===== src/rtl/osc_pkg.sv =====
// Shared types and helpers for the waveform oscillator bank.
package osc_pkg;

  // Channel operating mode; code 3 is reserved and behaves like MODE_OFF.
  typedef enum logic [1:0] {
    MODE_OFF    = 2'd0,
    MODE_SQUARE = 2'd1,
    MODE_PULSE  = 2'd2
  } osc_mode_e;

  // Clamp a wide signed value into the signed range of 'width' bits.
  // Callers sign-extend into 64 bits and truncate the result back down.
  function automatic logic signed [63:0] saturate(input logic signed [63:0] value,
                                                  input int unsigned        width);
    logic signed [63:0] max_v;
    logic signed [63:0] min_v;
    max_v = (64'sd1 <<< (width - 1)) - 64'sd1;
    min_v = -max_v - 64'sd1;
    if (value > max_v) return max_v;
    if (value < min_v) return min_v;
    return value;
  endfunction

endpackage


===== src/rtl/waveform_osc_bank_if.sv =====
// Configuration bus shared by every oscillator channel.
interface waveform_osc_bank_if #(
  parameter int CH_W     = 2,
  parameter int COUNT_W  = 32,
  parameter int SAMPLE_W = 24
);
  logic                       cfg_we;
  logic [CH_W-1:0]            cfg_ch;
  logic [1:0]                 cfg_mode;
  logic [COUNT_W-1:0]         cfg_period;
  logic [COUNT_W-1:0]         cfg_duty;
  logic signed [SAMPLE_W-1:0] cfg_amp;
  logic                       sync;

  modport master (
    output cfg_we, cfg_ch, cfg_mode, cfg_period, cfg_duty, cfg_amp, sync
  );

  modport slave (
    input cfg_we, cfg_ch, cfg_mode, cfg_period, cfg_duty, cfg_amp, sync
  );
endinterface


===== src/rtl/osc_channel.sv =====
// One oscillator channel: config registers, phase counter, registered
// sample and polarity-change pulse.
module osc_channel
  import osc_pkg::*;
#(
  parameter int SAMPLE_W = 24,
  parameter int COUNT_W  = 32,
  parameter int CH_W     = 2,
  parameter int IDX      = 0
) (
  input  logic                       clk,
  input  logic                       rst_n,
  waveform_osc_bank_if.slave         cfg,
  output logic signed [SAMPLE_W-1:0] sample,
  output logic                       pol_edge
);

  logic [1:0]                 mode_d, mode_q;
  logic [COUNT_W-1:0]         period_d, period_q;
  logic [COUNT_W-1:0]         duty_d, duty_q;
  logic [COUNT_W-1:0]         cnt_d, cnt_q;
  logic signed [SAMPLE_W-1:0] amp_d, amp_q;
  logic signed [SAMPLE_W-1:0] sample_d, sample_q;
  logic                       pol_edge_d, pol_edge_q;

  logic                       sel;
  logic                       active;
  logic                       high;
  logic                       pos_d, pos_q;
  logic [COUNT_W-1:0]         thr;
  logic signed [SAMPLE_W:0]   amp_neg_wide;
  logic signed [SAMPLE_W-1:0] amp_neg;

  assign sel = cfg.cfg_we && (cfg.cfg_ch == CH_W'(IDX));

  // Load all config fields when this channel is addressed.
  always_comb begin
    // NOTE: every always_comb output gets a default first so no path leaves it unassigned (no latch).
    mode_d   = mode_q;
    period_d = period_q;
    duty_d   = duty_q;
    amp_d    = amp_q;
    if (sel) begin
      mode_d   = cfg.cfg_mode;
      period_d = cfg.cfg_period;
      duty_d   = cfg.cfg_duty;
      amp_d    = cfg.cfg_amp;
    end
  end

  // Phase counter: wraps at period-1, restarts on a config write or sync.
  always_comb begin
    cnt_d = cnt_q + COUNT_W'(1);
    if (sel || cfg.sync) begin
      cnt_d = '0;
    end else if (period_q < COUNT_W'(2)) begin
      cnt_d = '0;
    end else if (cnt_q >= period_q - COUNT_W'(1)) begin
      cnt_d = '0;
    end
  end

  // Sample from the current phase; -amp is formed one bit wider so the most
  // negative amplitude clamps to the most positive code instead of wrapping.
  always_comb begin
    active       = ((mode_q == MODE_SQUARE) || (mode_q == MODE_PULSE)) && (period_q != '0);
    thr          = (mode_q == MODE_SQUARE) ? (period_q >> 1) : duty_q;
    high         = cnt_q < thr;
    amp_neg_wide = -{amp_q[SAMPLE_W-1], amp_q};
    amp_neg      = SAMPLE_W'(saturate({{(63-SAMPLE_W){amp_neg_wide[SAMPLE_W]}}, amp_neg_wide},
                                      SAMPLE_W));
    sample_d     = '0;
    if (active) sample_d = high ? amp_q : amp_neg;
    pos_d        = !sample_d[SAMPLE_W-1] && (sample_d != '0);
    pos_q        = !sample_q[SAMPLE_W-1] && (sample_q != '0);
    pol_edge_d   = pos_d ^ pos_q;
  end

  // Channel state registers.
  always_ff @(posedge clk or negedge rst_n) begin
    // NOTE: sequential state uses <= so every flop samples pre-edge values.
    if (!rst_n) begin
      mode_q     <= MODE_OFF;
      period_q   <= '0;
      duty_q     <= '0;
      amp_q      <= '0;
      cnt_q      <= '0;
      sample_q   <= '0;
      pol_edge_q <= 1'b0;
    end else begin
      mode_q     <= mode_d;
      period_q   <= period_d;
      duty_q     <= duty_d;
      amp_q      <= amp_d;
      cnt_q      <= cnt_d;
      sample_q   <= sample_d;
      pol_edge_q <= pol_edge_d;
    end
  end

  assign sample   = sample_q;
  assign pol_edge = pol_edge_q;

endmodule


===== src/rtl/waveform_osc_bank.sv =====
// Bank of independent square/pulse oscillators with a saturating mixer.
module waveform_osc_bank
  import osc_pkg::*;
#(
  parameter int  CHANNELS = 4,
  parameter int  SAMPLE_W = 24,
  parameter int  COUNT_W  = 32,
  localparam int CH_W     = (CHANNELS > 1) ? $clog2(CHANNELS) : 1
) (
  input  logic                         clk,
  input  logic                         rst_n,
  input  logic                         cfg_we,
  input  logic [CH_W-1:0]              cfg_ch,
  input  logic [1:0]                   cfg_mode,
  input  logic [COUNT_W-1:0]           cfg_period,
  input  logic [COUNT_W-1:0]           cfg_duty,
  input  logic signed [SAMPLE_W-1:0]   cfg_amp,
  input  logic                         sync,
  output logic [CHANNELS*SAMPLE_W-1:0] ch_out,
  output logic [CHANNELS-1:0]          ch_edge,
  output logic signed [SAMPLE_W-1:0]   mix_out
);

  localparam int SUM_W = SAMPLE_W + CH_W;

  waveform_osc_bank_if #(
    .CH_W    (CH_W),
    .COUNT_W (COUNT_W),
    .SAMPLE_W(SAMPLE_W)
  ) cfg_bus ();

  assign cfg_bus.cfg_we     = cfg_we;
  assign cfg_bus.cfg_ch     = cfg_ch;
  assign cfg_bus.cfg_mode   = cfg_mode;
  assign cfg_bus.cfg_period = cfg_period;
  assign cfg_bus.cfg_duty   = cfg_duty;
  assign cfg_bus.cfg_amp    = cfg_amp;
  assign cfg_bus.sync       = sync;

  logic signed [SAMPLE_W-1:0] samples [CHANNELS];
  logic [CHANNELS-1:0]        edges;

  // Channel indices at or above CHANNELS match no instance, so such writes drop.
  for (genvar i = 0; i < CHANNELS; i++) begin : g_ch
    osc_channel #(
      .SAMPLE_W(SAMPLE_W),
      .COUNT_W (COUNT_W),
      .CH_W    (CH_W),
      .IDX     (i)
    ) u_ch (
      .clk     (clk),
      .rst_n   (rst_n),
      .cfg     (cfg_bus),
      .sample  (samples[i]),
      .pol_edge(edges[i])
    );
    assign ch_out[i*SAMPLE_W +: SAMPLE_W] = samples[i];
  end

  assign ch_edge = edges;

  logic signed [SUM_W-1:0]    sum;
  logic signed [SAMPLE_W-1:0] mix_d, mix_q;

  // Sum in SUM_W bits (cannot overflow for up to 2^CH_W channels), then clamp.
  always_comb begin
    sum = '0;
    for (int i = 0; i < CHANNELS; i++) begin
      sum = sum + {{CH_W{samples[i][SAMPLE_W-1]}}, samples[i]};
    end
    mix_d = SAMPLE_W'(saturate({{(64-SUM_W){sum[SUM_W-1]}}, sum}, SAMPLE_W));
  end

  // Mixer output register.
  always_ff @(posedge clk or negedge rst_n) begin
    if (!rst_n) mix_q <= '0;
    else        mix_q <= mix_d;
  end

  assign mix_out = mix_q;

endmodule


===== config.mk =====
export PLATFORM = sky130hd
export DESIGN_NAME = waveform_osc_bank
export DESIGN_NICKNAME = d
export VERILOG_FILES = /design/src/rtl/osc_pkg.sv /design/src/rtl/waveform_osc_bank_if.sv /design/src/rtl/osc_channel.sv /design/src/rtl/waveform_osc_bank.sv
export SDC_FILE = /design/constraint.sdc
export NUM_CORES = 2
export LEC_CHECK = 0
export BUFFER_PORTS_ARGS = -buffer_cell sky130_fd_sc_hd__buf_4
export CORE_UTILIZATION = 25
export CTS_BUF_LIST = sky130_fd_sc_hd__clkbuf_16
export DETAILED_ROUTE_END_ITERATION = 7
export HOLD_SLACK_MARGIN = 0.12
export PLACE_DENSITY = 0.41
export SETUP_SLACK_MARGIN = 0.4
export SLEW_MARGIN = 20
export SYNTH_ARGS = -nofsm -noshare
export SYNTH_HDL_FRONTEND = slang
export SYNTH_HIERARCHICAL = 1
export SYNTH_SLANG_ARGS = --single-unit

===== constraint.sdc =====
create_clock -name clk -period 4.17 [get_ports clk]
set_input_delay 0.6255 -clock clk [delete_from_list [all_inputs] [get_ports clk]]
set_output_delay 0.6255 -clock clk [all_outputs]
set_load 0.01 [all_outputs]

# --- After elaboration in Yosys (flattened, before gate mapping) ---
# Index checks and enable logic that the tools add are counted.
totals:
  regBits: 612
  out_inout_bits: 124
  elab_cells: 185
classes:
  add_sub_neg: 15
  order_cmp: 22
  eq_ne: 11
  mux: 59
  bitwise_logic: 4
  n_reduce_logical: 45
ops:
  columns: ["cell", "n"]
  rows:
  - ["$mux 24", 28]
  - ["$mux 32", 16]
  - ["$reduce_bool 24->1", 8]
  - ["$add 32x1->32 const B", 4]
  - ["$ge 32x32->1", 4]
  - ["$lt 32x2->1 const B", 4]
  - ["$lt 32x32->1", 4]
  - ["$reduce_bool 32->1", 4]
  - ["$sub 32x1->32 const B", 4]
  - ["$gt 25x24->1 const B", 4]
  - ["$lt 25x24->1 const B", 4]
  - ["$neg 25->25", 4]
  - ["$add 25x24->26", 1]
  - ["$add 26x26->26", 1]
  - ["$gt 26x24->1 const B", 1]
  - ["$lt 26x24->1 const B", 1]
  - ["$add 24x24->25", 1]
  - ["$logic_and 1x1->1", 16]
  - ["$mux 1", 15]
  - ["$eq 2x2->1 const B", 6]
  - ["$eq 2x1->1 const B", 5]
  - ["$logic_not 1->1", 8]
  - ["$logic_or 1x1->1", 8]
  - ["$xor 1x1->1", 4]
  - ["$logic_not 2->1", 1]

# --- Longest topological paths before layout ---
logic_depth:
  ltp_word: 11
  mapped_depth: 21
  ltp_nobuf: 20

# --- Modules after synthesis ---
# Netlist, hierarchy kept.
modules_own_cells:
  columns: ["module", "n_inst", "cells_per_inst", "area_each_um2", "seq_area_each_um2"]
  rows:
  - ["osc_channel (g_ch[3].u_ch)", 1, 898, 9207.6, 3678.5]
  - ["osc_channel (g_ch[2].u_ch)", 1, 880, 9202.6, 3678.5]
  - ["osc_channel (g_ch[0].u_ch)", 1, 904, 9180.1, 3678.5]
  - ["osc_channel (g_ch[1].u_ch)", 1, 868, 9069.9, 3678.5]
  - ["waveform_osc_bank", 1, 406, 3608.5, 600.6]

# --- Worst setup path before layout ---
# OpenSTA, ideal clock, no wires.
synth_timing:
  path_type: "register to register"
  start: "reg g_ch[2].u_ch.mode_q[1]"
  end: "reg g_ch[2].u_ch.pol_edge_q"
  setup_ps: 80
  t_arrival_ps: 4324
  t_required_ps: 4090
  setup_slack_ps: -234
  path_stages_with_launch: 17
  synth_period_minus_slack_ps: 4404
  cell_sequence: "dfrtp_1 inv_1 ha_1 buf_2 clkbuf_1 mux2i_1 ha_1 or4_1 a311oi_1 o21ai_1 a221o_1 o21ai_0 nor3_1 or4_1 or4b_1 o41ai_2 xnor2_1"
synth_between:
  elab_chain_cells: 8
  elab_cells_between_ends: 12
  classes_between: "order compare (1); eq/ne (2); mux (3); bitwise (1); reduce/logical (5)"
synth_lines:
  columns: ["element", "line_no", "source"]
  rows:
  - ["start, declared", "osc_channel.sv:18", "logic [1:0] mode_d, mode_q;"]
  - ["start signal, assigned", "osc_channel.sv:91", "mode_q <= mode_d;"]
  - ["$eq 2x1->1", "osc_channel.sv:66, osc_channel.sv:67", null]
  - ["$mux 32", "osc_channel.sv:67", "thr = (mode_q == MODE_SQUARE) ? (period_q >> 1) : duty_q;"]
  - ["$lt 32x32->1", "osc_channel.sv:68", "high = cnt_q < thr;"]
  - ["$mux 24", "osc_channel.sv:73", "if (active) sample_d = high ? amp_q : amp_neg;"]
  - ["$mux 24 (*)", "osc_channel.sv:73", null]
  - ["net g_ch[2].u_ch.sample_d[13]", "osc_channel.sv:23", "logic signed [SAMPLE_W-1:0] sample_d, sample_q;"]
  - ["$reduce_bool 24->1 (*)", "osc_channel.sv:74", "pos_d = !sample_d[SAMPLE_W-1] && (sample_d != '0);"]
  - ["$logic_and 1x1->1 (*)", "osc_channel.sv:74", null]
  - ["$xor 1x1->1 (*)", "osc_channel.sv:76", "pol_edge_d = pos_d ^ pos_q;"]
  - ["net g_ch[2].u_ch.pol_edge_d", "osc_channel.sv:24", "logic pol_edge_d, pol_edge_q;"]
  - ["end signal, assigned", "osc_channel.sv:97", "pol_edge_q <= pol_edge_d;"]
  - ["end, declared", "osc_channel.sv:24", null]
# The timed path passes the listed nets; every way through them passes the cells marked *.
# A chain may end at the register's enable or synchronous reset.

# --- Worst setup path in the final report ---
layout_timing:
  start: "reg g_ch[0].u_ch.period_q[5]"
  end: "reg g_ch[0].u_ch.cnt_q[3]"
layout_between:
  elab_chain_cells: 5
  elab_cells_between_ends: 6
  classes_between: "add/sub (1); order compare (2); mux (3)"
layout_lines:
  columns: ["element", "line_no", "source"]
  rows:
  - ["start, declared", "osc_channel.sv:19", "logic [COUNT_W-1:0] period_d, period_q;"]
  - ["start signal, assigned", "osc_channel.sv:92", "period_q <= period_d;"]
  - ["$sub 32x1->32", "osc_channel.sv:58", "end else if (cnt_q >= period_q - COUNT_W'(1)) begin"]
  - ["$ge 32x32->1", "osc_channel.sv:58", null]
  - ["$mux 32", "osc_channel.sv:58", null]
  - ["$mux 32 (*)", "osc_channel.sv:56", "end else if (period_q < COUNT_W'(2)) begin"]
  - ["$mux 32 (*)", "osc_channel.sv:54", "if (sel || cfg.sync) begin"]
  - ["net g_ch[0].u_ch.cnt_d[3]", "osc_channel.sv:21", "logic [COUNT_W-1:0] cnt_d, cnt_q;"]
  - ["end signal, assigned", "osc_channel.sv:95", "cnt_q <= cnt_d;"]
  - ["end, declared", "osc_channel.sv:21", null]
# Marks and branches as above.

==> flow_summary.ini <==
[routing]
wl_met2_um = 76600
wl_met1_um = 71000
drt.antenna.violating_nets = 0
drc = 0
route.final.wire_length_um = 159000
via_count = 34000
via_per_inst = 4.88
routedWlPerCell_um = 22.8
route.met3.wl_um = 6030
maxUsedRoutingLayer = met5
firstDrtPassIters = 5
drt_first_iter_violations = 1962

[pwr]
design_power_total_w = 0.0303
worst_ir_drop_vdd_mv = 0.742
powerDensity_mw_per_mm2 = 554
p_leak_nw = 24.0

[setup_path]
most_common_cell_type_on_the_critical_path = sky130_fd_sc_hd__a21o_1
timing.reg2reg.worst_path_depth = 20
path_delay_family = simple AND/OR/NAND/NOR gates
cp-end-kind = register
critical_path_cell_count = 20
critical_path.cell_chain = or4_4, nor4_4, nand3_1, buf_6, or3_4, nor2_4, xnor2_2, ha_1, a21o_1, a21o_1, a21o_1, a21o_1, a21o_1, a21o_1, a221o_1, a31oi_4, o311ai_4, buf_12, buf_12, nor2_1
start_kind = register
criticalPathCategory = reg -> reg
worst_path_largest_cell_delay_ns = 0.57
worstPathRequired_ns = 4.78
worst_path_max_delay_cell = sky130_fd_sc_hd__or4_4
crit_buf_inv = 3
worstPathArrival_ns = 5.20
crit_fanout = 14

[placement]
placement.io_buffers = 219
place_congestion = 0.881
post_dp_cell_area_sq_mm = 0.0487
post-dp-hpwl_um = 122000
dp_slack_ns = -0.570

[clock_network]
cts.root.buffer_cell = sky130_fd_sc_hd__clkbuf_16
clock_insertion_delay_worst_skew_ns = 0.68
clk_transition_reported_paths_ns = 0.06
cts-buffers-inserted = 78
tritoncts = yes
maximum_count_of_clock_buffers_along_a_single_path = 3
clock_sinks = 612
clock_tree.htree_level_count = 3

[global_routing]
grt_first_pass_wirelength_um = 235000
grt_pass1_vias = 34600
grt_overflow = 0
antenna_violations_before_repair = 22
maximum_number_of_pins_on_one_net_before_global_route_repair = 91
grt.total_usage_pct = 19.4

[logic_synthesis]
synth_cell_types = 108
combinational_family_with_the_most_area_after_synthesis = simple AND/OR/NAND/NOR gates
xor_and_xnor_area_share_after_synthesis_pct = 6.34
syn_inst = 3956
async_flop_share_pct = 100
synthesis.yosys.warnings = 6
post_synth.cell_area_avg_sq_um = 10.2
ys_dominant_reg_cell = sky130_fd_sc_hd__dfrtp_1
synth_enable_flop_cells = 0
syn_nets = 4398
yosys.area_share.simple_pct = 15.6
synth_compound_area_share_pct = 11.6
share_of_synthesized_area_spent_on_multiplexers_pct = 13.1
yosys_register_bits = 612
synth_seq_area_share_pct = 38.0
synthAdderAreaFrac_pct = 11.7
synthesis.area_sq_mm = 0.0403

[floorplan]
num_io_pins = 220
placement_rows = 146
coreArea_sq_mm = 0.159
die_w_um = 403
dieArea_sq_mm = 0.163
initial_utilization_pct = 25.3
y_dimension_of_the_die_um = 403

[timing]
timing.final.setup_violations = 97
fmax_mhz = 217
setup_slack_ns = -0.428
timing.max_slew.rel_slack_pct = 25.0
final_critical_path_share_of_the_clock_period_pct = 110
rsz0062_at_grt = true
maxSlewViolCount = 0
tightest_slew_ns = 1.12
report.final.hold_viol_count = 0
min_period_ns = 4.60
finalClockSkew_ns = 0.0337

[finish]
layout_commonest_cell = sky130_fd_sc_hd__buf_4
syn2layout_area_growth_pct = 36.1
final_design_area_no_fill_sq_mm = 0.0548
commonest_cells_after_routing_fill_and_taps_aside = sky130_fd_sc_hd__buf_4 (772), sky130_fd_sc_hd__dfrtp_1 (609), sky130_fd_sc_hd__mux2_2 (353)
final_nets = 5197
drive_gt1_share_pct = 36.7
final_core_util_pct = 34.4

[status]
failing_checks = negative setup slack
outcome = finished, violations left

[hold_path]
timing.hold.worst_path_depth = 3
hold_path.class = in -> reg

[flow_run]
max-cap-violations = 0
==> worst paths after layout <==
check	end	from	slack, ns
max	g_ch[0].u_ch/cnt_q[3]	g_ch[0].u_ch/period_q[5]	-0.43
min	g_ch[0].u_ch/period_q[1]	cfg_period[1]	0.25
max reg2reg	g_ch[0].u_ch/cnt_q[3]	g_ch[0].u_ch/period_q[5]	-0.43
min reg2reg	g_ch[3].u_ch/duty_q[0]	g_ch[3].u_ch/duty_q[0]	0.50
max in group asynchronous	g_ch[0].u_ch/sample[4]	rst_n	2.46
min in group asynchronous	g_ch[3].u_ch/sample[20]	rst_n	0.52
==> synth_stat cells (36+ instances only) <==
| cell type | n | area [sq um] |
|---|---|---|
| sky130_fd_sc_hd__a21o_1 | 112 | 841 |
| sky130_fd_sc_hd__a21oi_1 | 195 | 976 |
| sky130_fd_sc_hd__and3_1 | 37 | 231 |
| sky130_fd_sc_hd__clkbuf_1 | 128 | 480 |
| sky130_fd_sc_hd__dfrtp_1 | 612 | 15300 |
| sky130_fd_sc_hd__fa_1 | 49 | 981 |
| sky130_fd_sc_hd__ha_1 | 297 | 3720 |
| sky130_fd_sc_hd__inv_1 | 191 | 717 |
| sky130_fd_sc_hd__mux2_2 | 355 | 4000 |
| sky130_fd_sc_hd__mux2i_1 | 127 | 1270 |
| sky130_fd_sc_hd__nand2_1 | 180 | 676 |
| sky130_fd_sc_hd__nand2b_1 | 36 | 225 |
| sky130_fd_sc_hd__nand3_1 | 100 | 500 |
| sky130_fd_sc_hd__nand4_1 | 68 | 425 |
| sky130_fd_sc_hd__nor2_1 | 312 | 1170 |
| sky130_fd_sc_hd__nor3_1 | 129 | 646 |
| sky130_fd_sc_hd__nor4_1 | 76 | 475 |
| sky130_fd_sc_hd__o21ai_0 | 119 | 596 |
| sky130_fd_sc_hd__or3_1 | 43 | 269 |
| sky130_fd_sc_hd__xnor2_1 | 156 | 1370 |
| sky130_fd_sc_hd__xor2_1 | 132 | 1160 |
==> stage by stage <==
step	std cells	setup TNS, ns	hold WS [ns]
after floorplan	3956	0	0.330
after global placement	6699	-19.72	0.488
after detailed placement	6699	-26.76	0.493
after CTS	6923	-25.13	0.187
after global routing	6964	-41.59	0.217
final	6968	-20.56	0.245
==> sequential cells by signal, summed over array words and instances, names as in the netlist <==
signal / cells
g_ch.u_ch/cnt_q: 128
g_ch.u_ch/pol_edge: 4
mix_out: 24
g_ch.u_ch/sample: 96
g_ch.u_ch/mode_q: 8
g_ch.u_ch/period_q: 128
g_ch.u_ch/duty_q: 128
g_ch.u_ch/amp_q: 96
==> report_power, final <==
part           internal (W)  leakage (nW)  switching [W]
Clock               0.00419          1.32        0.00287
Combinational       0.00757          15.1        0.00743
Sequential          0.00711          7.61        0.00119
==> cell type report <==
class / instances / area, sq um
antenna: 4 / 10.0
clock buffer: 79 / 1980
clock inverter: 64 / 626
fill: 16200 / 104000
inverter: 191 / 717
multi-input combinational: 2988 / 25600
sequential: 612 / 15300
tap: 2146 / 2690
timing repair buffer: 884 / 7840
==> worst reg2reg max path, delay by kind of cell, from the launching register on <==
| family | cells | cell delay [ns] |
|---|---|---|
| simple gates | 6 | 1.67 |
| compound gates | 9 | 1.63 |
| buf+inv | 3 | 0.47 |
| flops | 1 | 0.37 |
| fa+ha+maj | 1 | 0.31 |
| xor+xnor | 1 | 0.08 |
==> layer usage <==
layer  track usage, %  vias up
met5                0        -
met4             5.70        4
met3             2.26      202
met2             32.7      749
met1             25.8    17000
li1                 -    16000
==> cell families (layout without fill, tap and decap cells) <==
group	after synthesis	count (layout)
AO/OA/AOI/OAI	698	699
XOR/XNOR	290	290
adder cells (fa/ha/maj)	346	346
buffers and inverters	357	1218
flip-flops	612	612
multiplexers	484	484
other	0	4
AND/OR/NAND/NOR	1169	1169
==> repair_timing <==
action | CTS | global route
resized for setup | 259 | 239
setup buffers | 61 | 36
hold buffers | 1 | 0
pin swaps | 148 | 136
cloned | 19 | 5
hold endpoints to repair | 68 | 0
setup endpoints to repair | 189 | 180
(Power assumes the default switching activity.)
